--- config.mk ---
export PLATFORM = sky130hd
export DESIGN_NAME = clk_div_ctrl
export DESIGN_NICKNAME = d
export VERILOG_FILES = /design/src/rtl/clk_div_pkg.sv /design/src/rtl/clk_div_ctrl_div_counter.sv /design/src/rtl/clk_div_ctrl.sv
export SDC_FILE = /design/constraint.sdc
export NUM_CORES = 1
export LEC_CHECK = 0
export ABC_AREA = 1
export CAP_MARGIN = 25
export CORE_ASPECT_RATIO = 1.75
export CORE_UTILIZATION = 45
export DETAILED_ROUTE_END_ITERATION = 8
export PLACE_DENSITY_LB_ADDON = 0.15
export REMOVE_ABC_BUFFERS = 1
export SYNTH_ARGS = -nofsm -noshare
export SYNTH_HDL_FRONTEND = slang
export SYNTH_SLANG_ARGS = --single-unit
--- constraint.sdc ---
create_clock -name clk -period 3.1 [get_ports clk]
set_input_delay 0.31 -clock clk [delete_from_list [all_inputs] [get_ports clk]]
set_output_delay 0.31 -clock clk [all_outputs]
set_load 0.01 [all_outputs]
--- src/rtl/clk_div_pkg.sv ---
// ---------------------------------------------------------------------------
// clk_div_pkg
// Shared definitions for the clock divider controller.
//   state_t : controller FSM encoding (IDLE=0, RUN=1, DRAIN=2)
//   MIN_DIV : smallest divide ratio that is accepted on the config port
// ---------------------------------------------------------------------------
package clk_div_pkg;

  typedef enum logic [1:0] {
    IDLE  = 2'd0,
    RUN   = 2'd1,
    DRAIN = 2'd2
  } state_t;

  localparam int unsigned MIN_DIV = 2;

endpackage

--- src/rtl/clk_div_ctrl_div_counter.sv ---
// ---------------------------------------------------------------------------
// div_counter
// WIDTH-wide up counter used as the period counter of the divider. It wraps
// to 0 on terminal count, so the count stays in 0..ratio-1.
//   clk, rst  : clock, asynchronous active-high reset
//   en        : advance the count this cycle
//   clr       : synchronous clear (takes priority over en)
//   ratio     : current divide ratio N, terminal count is N-1
//   count_nxt : value the count register loads at the next edge
//   tc        : count == ratio-1 (last cycle of the period)
// ---------------------------------------------------------------------------
module div_counter #(
  parameter int WIDTH = 8
) (
  input  logic             clk,
  input  logic             rst,
  input  logic             en,
  input  logic             clr,
  input  logic [WIDTH-1:0] ratio,
  output logic [WIDTH-1:0] count_nxt,
  output logic             tc
);

  logic [WIDTH-1:0] count;

  assign tc = (count == ratio - WIDTH'(1));

  // NOTE: every signal driven in always_comb gets a default first; a path
  // that leaves it unassigned would infer a latch.
  always_comb begin
    count_nxt = count;
    if (clr) begin
      count_nxt = '0;
    end else if (en) begin
      count_nxt = tc ? '0 : count + WIDTH'(1);
    end
  end

  // NOTE: sequential state is updated with non-blocking assignments only, so
  // every flop samples values from before the edge.
  always_ff @(posedge clk or posedge rst) begin
    if (rst) begin
      count <= '0;
    end else begin
      count <= count_nxt;
    end
  end

endmodule

--- src/rtl/clk_div_ctrl.sv ---
// ---------------------------------------------------------------------------
// clk_div_ctrl
// Sequences div_counter to produce a divided clock and a one-cycle clock
// enable on the first cycle of every divided period. Ratio changes made
// while running are held pending and applied only at a period boundary.
//
// Ports:
//   clk, rst    : clock, asynchronous active-high reset
//   run         : 1 = generate divided clock, 0 = stop at end of period
//   cfg_valid   : config request, cfg_div = requested ratio N
//   cfg_ready   : config can be accepted this cycle
//   cfg_err     : one-cycle pulse, last accepted cfg_div was < 2 (ignored)
//   div_clk     : registered divided clock (high phase ceil(N/2) cycles)
//   clk_en      : registered pulse on the first cycle of each period
//   busy        : controller is not IDLE
//   period_cnt  : (only with CLK_DIV_PERIOD_CNT_EN) count of clk_en pulses
//
// Build option: define CLK_DIV_PERIOD_CNT_EN to add the period_cnt output.
// ---------------------------------------------------------------------------
module clk_div_ctrl
  import clk_div_pkg::*;
#(
  parameter int WIDTH     = 8,
  parameter int RESET_DIV = 2
) (
  input  logic             clk,
  input  logic             rst,
  input  logic             run,
  input  logic             cfg_valid,
  input  logic [WIDTH-1:0] cfg_div,
  output logic             cfg_ready,
  output logic             cfg_err,
  output logic             div_clk,
  output logic             clk_en,
`ifdef CLK_DIV_PERIOD_CNT_EN
  output logic [15:0]      period_cnt,
`endif
  output logic             busy
);

  state_t           state, state_nxt;
  logic [WIDTH-1:0] ratio, ratio_nxt;
  logic             pend_valid, pend_valid_nxt;
  logic [WIDTH-1:0] pend_div, pend_div_nxt;

  logic [WIDTH-1:0] count_nxt;
  logic             tc;
  logic             xfer;
  logic             cfg_ok;
  logic [WIDTH:0]   half_nxt;
  logic             div_clk_d;
  logic             clk_en_d;

  assign busy      = (state != IDLE);
  assign cfg_ready = (state == IDLE) || !pend_valid;
  assign xfer      = cfg_valid && cfg_ready;
  assign cfg_ok    = (cfg_div >= WIDTH'(MIN_DIV));

  // The counter runs whenever busy and is held at 0 in IDLE, so the first
  // RUN cycle always starts a fresh period at count 0.
  div_counter #(.WIDTH(WIDTH)) u_cnt (
    .clk       (clk),
    .rst       (rst),
    .en        (busy),
    .clr       (!busy),
    .ratio     (ratio),
    .count_nxt (count_nxt),
    .tc        (tc)
  );

  always_comb begin
    state_nxt = state;
    unique case (state)
      IDLE:    if (run) state_nxt = RUN;
      RUN:     if (!run) state_nxt = DRAIN;
      DRAIN: begin
        if (run)     state_nxt = RUN;
        else if (tc) state_nxt = IDLE;
      end
      default: state_nxt = IDLE;
    endcase
  end

  // Ratio bookkeeping. In IDLE every cycle is a boundary, so an accepted
  // ratio (or one left pending by a transfer in the final wrap cycle of a
  // drain) goes straight to the active register. While running, an accepted
  // ratio waits for the next wrap so div_clk never sees a truncated phase.
  always_comb begin
    ratio_nxt      = ratio;
    pend_valid_nxt = pend_valid;
    pend_div_nxt   = pend_div;
    if (state == IDLE) begin
      if (pend_valid) begin
        ratio_nxt      = pend_div;
        pend_valid_nxt = 1'b0;
      end
      if (xfer && cfg_ok) ratio_nxt = cfg_div;
    end else begin
      if (tc && pend_valid) begin
        ratio_nxt      = pend_div;
        pend_valid_nxt = 1'b0;
      end
      // A transfer only happens with nothing pending, so it cannot collide
      // with the clear above.
      if (xfer && cfg_ok) begin
        pend_valid_nxt = 1'b1;
        pend_div_nxt   = cfg_div;
      end
    end
  end

  // Outputs are computed from next state/count/ratio and registered, so the
  // value seen in a cycle matches that cycle's count.
  assign half_nxt  = ({1'b0, ratio_nxt} + (WIDTH+1)'(1)) >> 1;
  assign div_clk_d = (state_nxt != IDLE) && ({1'b0, count_nxt} < half_nxt);
  assign clk_en_d  = (state_nxt != IDLE) && (count_nxt == '0);

  // NOTE: only control/config flops sit behind the asynchronous reset; there
  // is no storage array here that would need a reset-free implementation.
  always_ff @(posedge clk or posedge rst) begin
    if (rst) begin
      state      <= IDLE;
      ratio      <= WIDTH'(RESET_DIV);
      pend_valid <= 1'b0;
      pend_div   <= '0;
      div_clk    <= 1'b0;
      clk_en     <= 1'b0;
      cfg_err    <= 1'b0;
    end else begin
      state      <= state_nxt;
      ratio      <= ratio_nxt;
      pend_valid <= pend_valid_nxt;
      pend_div   <= pend_div_nxt;
      div_clk    <= div_clk_d;
      clk_en     <= clk_en_d;
      cfg_err    <= xfer && !cfg_ok;
    end
  end

`ifdef CLK_DIV_PERIOD_CNT_EN
  always_ff @(posedge clk or posedge rst) begin
    if (rst) begin
      period_cnt <= '0;
    end else if (clk_en) begin
      period_cnt <= period_cnt + 16'd1;
    end
  end
`endif

endmodule

==> results of run 1 <==
==> layout by cell type (no fill, tap or decap), drive strengths merged <==
cell type      netlist  final
or2                  6      6
nand3               24     25
xor2                 9      9
o21ai               18     18
nor4                 1      1
o211ai               4      4
buf                  3     33
a21oi                5      5
nor3                 1      1
nor3b                1      1
dfrtp               29     29
clkbuf               2      6
xnor2                3      3
mux2                 2      2
nand3b               1      1
inv                 54     54
clkinv               0      1
dfstp                1      1
nand2              101    101
clkinvlp             0      1
ha                  10     10
a211oi               1      1
nor2                30     30
clkdlybuf4s50        0     16
nand4                9      9
==> worst paths after layout <==
check | to | slack (ns)
setup / recovery | div_clk$_DFF_PP0_ | -0.18
setup reg to reg | div_clk$_DFF_PP0_ | -0.18
max in group asynchronous | ratio[1]$_DFF_PP1_ | 2.36
hold reg to reg | pend_div[2]$_DFFE_PP0P_ | 0.49
hold / removal | pend_div[0]$_DFFE_PP0P_ | 0.39
min in group clk | pend_div[2]$_DFFE_PP0P_ | 0.49
==> worst max-delay path, stage by stage, from the launching register on <==
cell      delay [ns]
dfstp_2         0.54
inv_2           0.05
ha_4            0.26
inv_2           0.03
nand2_1         0.05
nand2_1         0.04
nor2_1          0.09
nand2_1         0.07
nor2_2          0.12
nand2_2         0.09
nor2_8          0.18
nand3_4         0.13
nand2_2         0.09
nand3_2         0.08
nand2_4         0.09
nand2_1         0.09
nor2_2          0.19
nand2_2         0.09
nand2_1         0.07
nand2_1         0.06
ha_1            0.30
nand2_2         0.08
nor2_2          0.04
a211oi_2        0.18
nand2_1         0.09
a21oi_2         0.11
==> metrics by stage <==
| stage | setup TNS (ns) | utilization | setup slack [ns] | power, µW |
|---|---|---|---|---|
| finish | -0.176 | 0.618 | -0.176 | 2410 |
| global route | -0.451 | 0.618 | -0.451 | 2630 |
| CTS | -0.0683 | 0.597 | -0.0683 | 2310 |
| detailed placement | -0.206 | 0.569 | -0.206 | 1910 |
| global placement | -0.220 | 0.569 | -0.220 | 1900 |
| floorplan | -0.0137 | - | -0.0137 | 1460 |
==> metal layers <==
layer	global-route usage	up-vias
li1	-	1093
met1	0.239	956
met2	0.492	49
met3	0.0326	29
met4	0.194	0
met5	0	-
==> timing repair <==
item,CTS,global route
pin swaps,1,19
setup endpoints to repair,1,1
setup buffers,0,2
gates resized for setup,6,21
gates cloned,1,0
==> cells by family after synthesis <==
| logic type | Yosys count |
|---|---|
| adder cells (fa/ha/maj) | 10 |
| flip-flops | 30 |
| XOR/XNOR | 12 |
| buffers and inverters | 59 |
| AND/OR/NAND/NOR | 174 |
| AO/OA/AOI/OAI | 28 |
| multiplexers | 2 |
==> power by group through the flow <==
stage	combinational, µW	sequential (µW)	clock [µW]
3_5_place_dp	1290	620	0
3_3_place_gp	1290	618	0
2_1_floorplan	845	611	0
6_report	1450	617	339
5_1_grt	1640	631	358
4_1_cts	1340	613	349
==> layout make-up <==
| class | count | area (µm²) | area share |
|---|---|---|---|
| sequential | 30 | 752 | 0.256 |
| clock inverter | 2 | 12.5 | 0.00427 |
| tap | 52 | 65.1 | 0.0222 |
| multi-input combinational | 227 | 1390 | 0.474 |
| clock buffer | 6 | 82.6 | 0.0282 |
| timing repair buffer | 49 | 428 | 0.146 |
| inverter | 54 | 203 | 0.0691 |
==> registers in the layout, summed over array words and instances (netlist names) <==
signal / cells
state: 2
ratio: 8
clk_en: 1
div_clk: 1
pend_div: 8
cfg_err: 1
u_cnt.count: 8
pend_valid: 1
==> metrics.cfg, run 1 <==
[detailed_routing]
drt-total-wl_um=6100
drtIter0Drc=59
vias=2127
vias_per_cell=5.06
route.met3.wl_um=134
dr.pass1.iters=4
top_layer_used=met4
wl_per_cell_um=14.5
drc=0
ant_nets=0
route.met2.wl_um=3340
wl_met1_um=2210

[critical_path]
startpoint=ratio[1]$_DFF_PP1_
arrival_ns=3.49
endpoint_kind=flip-flop
cp_max_fo=5
setup.worst_path.class=flip-flop to flip-flop
r2r-start=ratio[1]$_DFF_PP1_
ff2ff_path_depth=25
cp_data_required_time_ns=3.32
critPathLaunchType=flip-flop

[yosys]
syn-instance-count=315
async_flop_share=1.00
synth_fa_ha_area_frac=0.0555
ys_top_cells_by_area=dfrtp_1 32%, nand2_1 15%, inv_1 7.5%, ha_1 5.5%, nand3_1 4.2%
ys_ff_latch=30
seq_area_frac_synth=0.333
synth_warnings=0
yosysTopAreaCell=dfrtp_1
synth_cell_type_count=32
synth_compound_area_frac=0.0677
synth_top_area_share=0.322
synth-edff-count=0
synth.most_common_cell=nand2_1
synth_top_flop_cell=dfrtp_1
synthSimpleGateAreaFrac=0.387
synth_area_mm2=0.00226
synth_mux_area_frac=0.00998
syn_area_per_cell_um2=7.16
synthTopCellsByCount=91 x nand2_1, 45 x inv_1, 29 x dfrtp_1
synth-xor-area-share=0.0466
synth_top_family_by_area=simple AND/OR/NAND/NOR gates

[sta]
hold_viol_final=0
max_freq_mhz=305
min_period_over_period=1.06
rsz0062_at_grt=true
finClkSkew_ns=0.00972
worstMarginPinSlew_ns=0.410
period_minus_slack_ns=3.28
holdWs_ns=0.393
setup_ws_ns=-0.176
relSlewSlack=0.727
setup-violations-final=1
drv_slew=0

[layout]
final_area_mm2=0.00293
final_cell_count_no_fill=420
area_growth_pct=30.0
fin_nets=389
antenna_cells=0
drive_gt1_frac=0.285
fillCellCount=438

[clock_tree]
clock-sinks=30
cts_buffers=5
cts-root-buf=clkbuf_8
clock_latency_ns=0.29
clkSlewWorstSetupHoldPaths_ns=0.07
cts_tree=built
ctsHoldBuffers=0
clockBufferDepth=2
cts_max_level=2

[global_route]
grt_overflow_total=0
grt_use_total=0.255
grt_antenna_before_repair=0
grt_pass1_vias=2208
grt_max_degree=31
grt_pass1_wl_um=10100

[placement]
gp_congestion=0.917
dp_hpwl_um=4670
place_area_mm2=0.00270
port_buffers=16
dp_cells=409

[floorplanning]
pin_count=17
die_h_um=95.7
start_util=0.475
die_w_um=55.5
core.rowCount=33
dieArea_mm2=0.00531
fp.coreArea_mm2=0.00475

[pwr]
peakVddDrop_mv=0.478
intPower_uw=1290
p_sw_frac=0.463
p_leak_uw=0.00155
powerDensity_mw_per_mm2=822
combinationalPowerShare=0.603
seq_power_share=0.256
p_switching_uw=1110
power_frac_clock=0.141

[status]
violations=negative setup slack
status=finished, violations left

[flow_run]
maxCapViolCount=0

[min_path]
hold_class=input pin to asynchronous set/reset pin

No activity file was read; power rests on OpenSTA's default activity.
==> inputs of run 2 (changes only) <==
--- a/config.mk
+++ b/config.mk
@@ -10,7 +10,7 @@
 export CORE_ASPECT_RATIO = 1.75
 export CORE_UTILIZATION = 45
 export DETAILED_ROUTE_END_ITERATION = 8
-export PLACE_DENSITY_LB_ADDON = 0.15
+export PLACE_DENSITY = 0.66
 export REMOVE_ABC_BUFFERS = 1
 export SYNTH_ARGS = -nofsm -noshare
 export SYNTH_HDL_FRONTEND = slang
==> run 2 against run 1 <==
Effect of this change:
- the flow now finishes without violations
- final cell count down 2.6%
- die area is the same
- critical path depth shrank 1
- critical path type unchanged
- highest routed layer unchanged
- clock power rose by 13%
- sequential cell count stayed put
- utilization down 2.8 points
- critical endpoint unchanged
- global-route usage down 2.3 points
- worst setup slack improved by 0.20 ns
- first-iteration DRC count is 15% lower
- total power decreased by 4.3%
- wire length down 11%
==> metrics.cfg, run 2 (synthesized netlist as in run 1, its figures left out) <==
[critical_path]
cp_data_required_time_ns=3.31  ; was 3.32 ns
critical-path-max-stage-delay_ns=0.54  ; about the same
ff2ff_path_depth=24  ; was 25
crit_cells=24  ; was 25
critPathLaunchType=flip-flop  ; unchanged
crit_path_frequent_cell=nand2_1  ; unchanged
path_cells=inv_2 -> ha_4 -> inv_1 -> nand2_1 -> nand2_1 -> nor2_1 -> nand2_1 -> nor2_2 -> nand2_2 -> nor2_8 -> nand3_4 -> o21ai_1 -> nand2_1 -> nand2_1 -> inv_2 -> ha_4 -> nand3_1 -> nand2_1 -> ha_1 -> a21oi_2 -> nor2_1 -> a211oi_2 -> nand2_1 -> a21oi_1
critPathSlowestCell=dfstp_2  ; unchanged
endpoint_kind=flip-flop  ; unchanged
arrival_ns=3.28  ; was 3.49 ns
cp_max_fo=5  ; unchanged
worst-path-buf-inv=3  ; was 2
setup.worst_path.class=flip-flop to flip-flop  ; unchanged
crit_family=simple AND/OR/NAND/NOR gates  ; unchanged

[layout]
layout_common_cells=86 x nand2_1, 43 x inv_1, 29 x dfrtp_1  ; was 82 x nand2_1, 42 x inv_1, 30 x buf_4
area_growth_pct=24.2  ; was 30.0%
fin_nets=378  ; was 389
utilization=0.590  ; was 0.618
seqCellArea_um2=752  ; unchanged
fillCellCount=449  ; was 438
top_regs=pend_div (8), ratio (8), u_cnt.count (8)  ; unchanged
antenna_cells=0  ; unchanged
multi_input_area_mm2=0.00134  ; was 0.00139 mm²
drive_gt1_frac=0.230  ; was 0.285
final_common_cell=nand2_1  ; unchanged

[sta]
setup-violations-final=0  ; was 1
relSlewSlack=0.719  ; was 0.727
period_minus_slack_ns=3.08  ; was 3.28 ns
finClkSkew_ns=0.00385  ; was 0.00972 ns
hold_viol_final=0  ; unchanged
worstMarginPinSlew_ns=0.421  ; was 0.410 ns
max_freq_mhz=325  ; was 305 MHz
min_period_over_period=0.992  ; was 1.06
rsz0062_at_grt=true  ; unchanged
setup_ws_ns=0.0233  ; was -0.176 ns
drv_slew=0  ; unchanged

[clock_tree]
clkSlewWorstSetupHoldPaths_ns=0.06  ; was 0.07 ns
clockBufferDepth=2  ; unchanged
cts-root-buf=clkbuf_8  ; unchanged
cts_tree=built  ; unchanged
cts_max_level=2  ; unchanged
cts_buffers=5  ; unchanged
clock_latency_ns=0.28  ; was 0.29 ns
clock-sinks=30  ; unchanged

[flow_run]
maxCapViolCount=0  ; unchanged

[pwr]
p_total_uw=2310  ; was 2410 µW
p_leak_uw=0.00150  ; was 0.00155 µW
powerDensity_mw_per_mm2=823  ; was 822 mW/mm²
peakVddDrop_mv=0.438  ; was 0.478 mV

[placement]
dp_hpwl_um=4360  ; was 4670 µm
port_buffers=16  ; unchanged
place_ws_ns=-0.128  ; was -0.206 ns
gp_congestion=0.869  ; was 0.917

[min_path]
hold_class=input pin to asynchronous set/reset pin  ; unchanged

[detailed_routing]
drtIter0Drc=50  ; was 59
drt-total-wl_um=5450  ; was 6100 µm
drc=0  ; unchanged
dr.pass1.iters=4  ; unchanged
vias=2077  ; was 2,127
wl_per_cell_um=13.3  ; was 14.5 µm
vias_per_cell=5.08  ; was 5.06
ant_nets=0  ; unchanged

[floorplanning]
die_h_um=95.7  ; unchanged
pin_count=17  ; unchanged
start_util=0.475  ; unchanged
die_w_um=55.5  ; unchanged
fp.coreArea_mm2=0.00475  ; unchanged
dieArea_mm2=0.00531  ; unchanged
core.rowCount=33  ; unchanged

[global_route]
grt_overflow_total=0  ; unchanged
grt_use_total=0.232  ; was 0.255
grt_pass1_wl_um=9400  ; was 10,100 µm
grt_antenna_before_repair=0  ; unchanged
grt_pass1_vias=2144  ; was 2,208
grt_max_degree=31  ; unchanged

[status]
status=completed  ; was finished, violations left

==> run 2: changes by cell type in the layout (fill, tap and decap cells not counted), sizes merged <==
cell,change
buf,-11
bufinv,+1
clkbuf,+1
clkinv,-1
clkinvlp,-1
==> run 2: timing repair <==
item,4_1_cts,5_1_grt
pin swaps,0,5
hold buffers,0,0
resized for setup,6,10
cloned,1,0
setup endpoints to repair,1,1
buffers inserted,0,2
==> run 2: path summary, 6_finish.rpt <==
| kind | from | endpoint | slack, ns |
|---|---|---|---|
| min reg2reg | pend_div[5]$_DFFE_PP0P_ | pend_div[5]$_DFFE_PP0P_ | 0.50 |
| max | ratio[1]$_DFF_PP1_ | div_clk$_DFF_PP0_ | 0.02 |
| max reg2reg | ratio[1]$_DFF_PP1_ | div_clk$_DFF_PP0_ | 0.02 |
| min in group clk | pend_div[5]$_DFFE_PP0P_ | pend_div[5]$_DFFE_PP0P_ | 0.50 |
| min | rst | pend_div[4]$_DFFE_PP0P_ | 0.41 |
| max in group asynchronous | rst | ratio[1]$_DFF_PP1_ | 2.36 |
==> run 2: area by class of cell <==
| type | count | share of cell area |
|---|---|---|
| clock buffer | 7 | 0.0272 |
| multi-input combinational | 227 | 0.479 |
| inverter | 54 | 0.0724 |
| clock inverter | 1 | 0.0107 |
| sequential | 30 | 0.268 |
| timing repair buffer | 38 | 0.119 |
| tap | 52 | 0.0232 |
==> run 2: power breakdown <==
group / leakage (µW) / internal, µW / total [µW] / switching [µW]
combinational: 0.00107 / 519 / 1300 / 783
sequential: 0.000375 / 512 / 622 / 109
clock: 0.0000524 / 240 / 383 / 143
total: 0.00150 / 1270 / 2310 / 1030
==> run 2: layer usage <==
metal / global-route usage / vias to the layer above / share of wire
li1: - / 1071 / -
met1: 0.240 / 945 / 0.40
met2: 0.428 / 34 / 0.52
met3: 0.0353 / 27 / 0.023
met4: 0.152 / 0 / 0.054
met5: 0 / - / 0
==> run 2: stage by stage <==
step / area [µm²] / std cells / hold WS [ns] / setup TNS, ns
final: 2800 / 409 / 0.407 / 0
after global routing: 2800 / 409 / 0.487 / -0.211
after CTS: 2750 / 407 / 0.420 / -0.0292
after detailed placement: 2610 / 398 / 0.483 / -0.128
after global placement: 2610 / 398 / 0.475 / -0.0663
after floorplan: 2230 / 310 / 0.400 / -0.0137
==> run 2: worst reg2reg max path, stage by stage (launching register included) <==
cell and delay [ns]:
dfstp_2 0.54, inv_2 0.05, ha_4 0.25, inv_1 0.03
nand2_1 0.05, nand2_1 0.04, nor2_1 0.08, nand2_1 0.07
nor2_2 0.09, nand2_2 0.09, nor2_8 0.16, nand3_4 0.11
o21ai_1 0.13, nand2_1 0.06, nand2_1 0.09, inv_2 0.06
ha_4 0.16, nand3_1 0.08, nand2_1 0.06, ha_1 0.29
a21oi_2 0.13, nor2_1 0.06, a211oi_2 0.15, nand2_1 0.08
a21oi_1 0.11
==> patch, RTL diff (settings of run 1) <==
`WIDTH` is set to 8 in 2 places; all go to 12.
--- a/src/rtl/clk_div_ctrl_div_counter.sv
+++ b/src/rtl/clk_div_ctrl_div_counter.sv
@@ -12,3 +12,3 @@
 module div_counter #(
-  parameter int WIDTH = 8
+  parameter int WIDTH = 12
 ) (
--- a/src/rtl/clk_div_ctrl.sv
+++ b/src/rtl/clk_div_ctrl.sv
@@ -22,3 +22,3 @@
 #(
-  parameter int WIDTH     = 8,
+  parameter int WIDTH     = 12,
   parameter int RESET_DIV = 2
Ports: changed (resized cfg_div); port bits go from 17 to 21. No check against the original RTL was run, so the function may have changed too.
==> patch against run 1 <==
The flow still finishes with violations (setup timing); non-clock buffer count grew 89; wire length grew 67%; design area grew 64%; setup slack lost 0.34 ns; power grew 21%; sequential share of layout area shrank 3.8 points; synthesized area grew 50%; sequential cell count grew 12; critical endpoint unchanged; largest cell class unchanged; highest routed layer unchanged.
==> patch: results (changes against run 1) <==
cells_and_area:
  top_regs: "pend_div x12, ratio x12, u_cnt.count x12"  # was pend_div x8, ratio x8, u_cnt.count x8
  nFillCells: 621  # was 438
  final_nets: 634  # was 389
  drive_gt1_share_pct: 35.6  # was 28.5%
  n_antenna_cell: 0  # unchanged
placed_design:
  io_buffers: 20  # was 16
  dpl.hpwl_um: 8300  # was 4670 um
  place_congestion: 0.875  # was 0.917
run:
  cap_violations: 0  # unchanged
timing:
  worstMarginPinSlew_ns: 0.646  # was 0.410 ns
  skew_ns: 0.00469  # was 0.00972 ns
  setup_slack_ns: -0.519  # was -0.176 ns
  setup_tns_ns: -0.519  # was -0.176 ns
  setup_violations: 1  # unchanged
detailed_routing:
  drt_iter0_markers: 149  # was 59
  vias_per_cell: 5.12  # was 5.06
  dr.pass1.iters: 5  # was 4
  wire_per_inst_um: 14.7  # was 14.5 um
critical_path:
  path_max_fanout: 8  # was 5
  crit_end: "div_clk"  # unchanged
  crit_path_max_incr_delay_ns: 0.54  # about the same
  critPathLaunch: "ratio[1]"  # unchanged
  worstPathArrival_ns: 3.79  # was 3.49 ns
  reg2reg_depth: 25  # unchanged
  worst_path_max_delay_cell: "dfstp_2"  # unchanged
  cp_top_family: "simple AND/OR/NAND/NOR gates"  # unchanged
cts:
  numCtsBuffers: 5  # unchanged
  clk_pin_slew_ns: 0.07  # about the same
  clk_latency_ns: 0.29  # about the same
  ctsHtreeMaxLevel: 2  # unchanged
  clk_path_buf_depth: 2  # unchanged
  cts_root_buffer: "clkbuf_16"  # was clkbuf_8
logic_synthesis:
  synth_common_cells: "nand2_1, nor2_1, inv_1, dfrtp_1, nand3_1"  # was nand2_1, inv_1, dfrtp_1, nor2_1, nand3_1
  yosysWarningCount: 0  # unchanged
  synth_seq_area_share_pct: 31.1  # was 33.3%
  synth.distinct_cells: 44  # was 32
  synth_compound_gate_area_share_pct: 11.5  # was 6.77%
  synthAdderAreaFrac_pct: 4.81  # was 5.55%
  synth_area_leaders: "dfrtp_1, nand2_1, nor2_1, inv_1, ha_1"  # was dfrtp_1, nand2_1, inv_1, ha_1, nand3_1
  synth_top_flop_cell: "dfrtp_1"  # unchanged
  synth_mux_area_share_pct: 2.66  # was 0.998%
  synth-async-reset-ratio_pct: 100  # unchanged
  synth_xor_area_share_pct: 3.62  # was 4.66%
global_routing:
  grtUsageTotal_pct: 29.1  # was 25.5%
  grt_max_degree: 23  # was 31
  antenna_found_initial: 0  # unchanged
  grt_pass1_vias: 3625  # was 2,208
  grt_pass1_wl_um: 16700  # was 10,100 um
outcome:
  status: "finished with violations"  # unchanged
  violations: "setup timing"  # unchanged
power_and_ir_drop:
  p_leak_nw: 2.42  # was 1.55 nW
  ir_drop_uv: 486  # was 478 uV
-- patch: what timing repair did --
item                       4_1_cts  5_1_grt
setup buffers                    8        0
resized for setup               10       19
hold buffers                     0        0
setup endpoints to repair        2        2
pin swaps                       14       11
-- patch: logic make-up after synthesis --
family,count (synthesis)
adder cells (fa/ha/maj),13
flip-flops,42
AND/OR/NAND/NOR,253
AO/OA/AOI/OAI,64
XOR/XNOR,14
multiplexers,8
buffers and inverters,76
-- patch: layer usage --
metal	routed length (um)	GRT usage, %	share of wire (%)	vias to the layer above
met5	0	0	0	-
met4	666	19.6	6.5	0
met3	228	2.83	2.2	28
met2	5630	53.5	55	65
met1	3680	29.6	36	1647
li1	-	-	-	1801
-- patch: through the flow --
stage	total power, mW	instance area, um^2	setup slack [ns]	std cells
2_1_floorplan	1.61	3340	-0.721	460
3_3_place_gp	2.25	4460	-0.663	675
3_5_place_dp	2.29	4490	-0.715	676
4_1_cts	2.88	4740	-0.590	692
5_1_grt	3.13	4820	-0.784	692
6_report	2.91	4820	-0.519	692
-- patch: power breakdown --
part	switching [mW]	internal, mW
logic	0.853	0.741
clock network	0.226	0.298
registers	0.125	0.664
total	1.20	1.70
-- patch: final cells by class --
type	count	area [um^2]	share of cell area, %
flip-flops and latches	42	1050	21.8
multi-input cells	352	2160	44.7
inverters	66	248	5.14
clock buffers	5	125	2.59
repair buffers	138	1110	23.1
well taps	86	108	2.23
clock inverters	3	21.3	0.441
-- patch: worst min-delay path by stage --
stage | from | end | slack (ns)
2_1_floorplan | run | state[0] | 0.44
3_3_place_gp | pend_div[10] | pend_div[10] | 0.47
3_5_place_dp | pend_div[10] | pend_div[10] | 0.48
4_1_cts | rst | u_cnt.count[9] | 0.35
5_1_grt | rst | u_cnt.count[10] | 0.39
6_report | rst | u_cnt.count[10] | 0.34
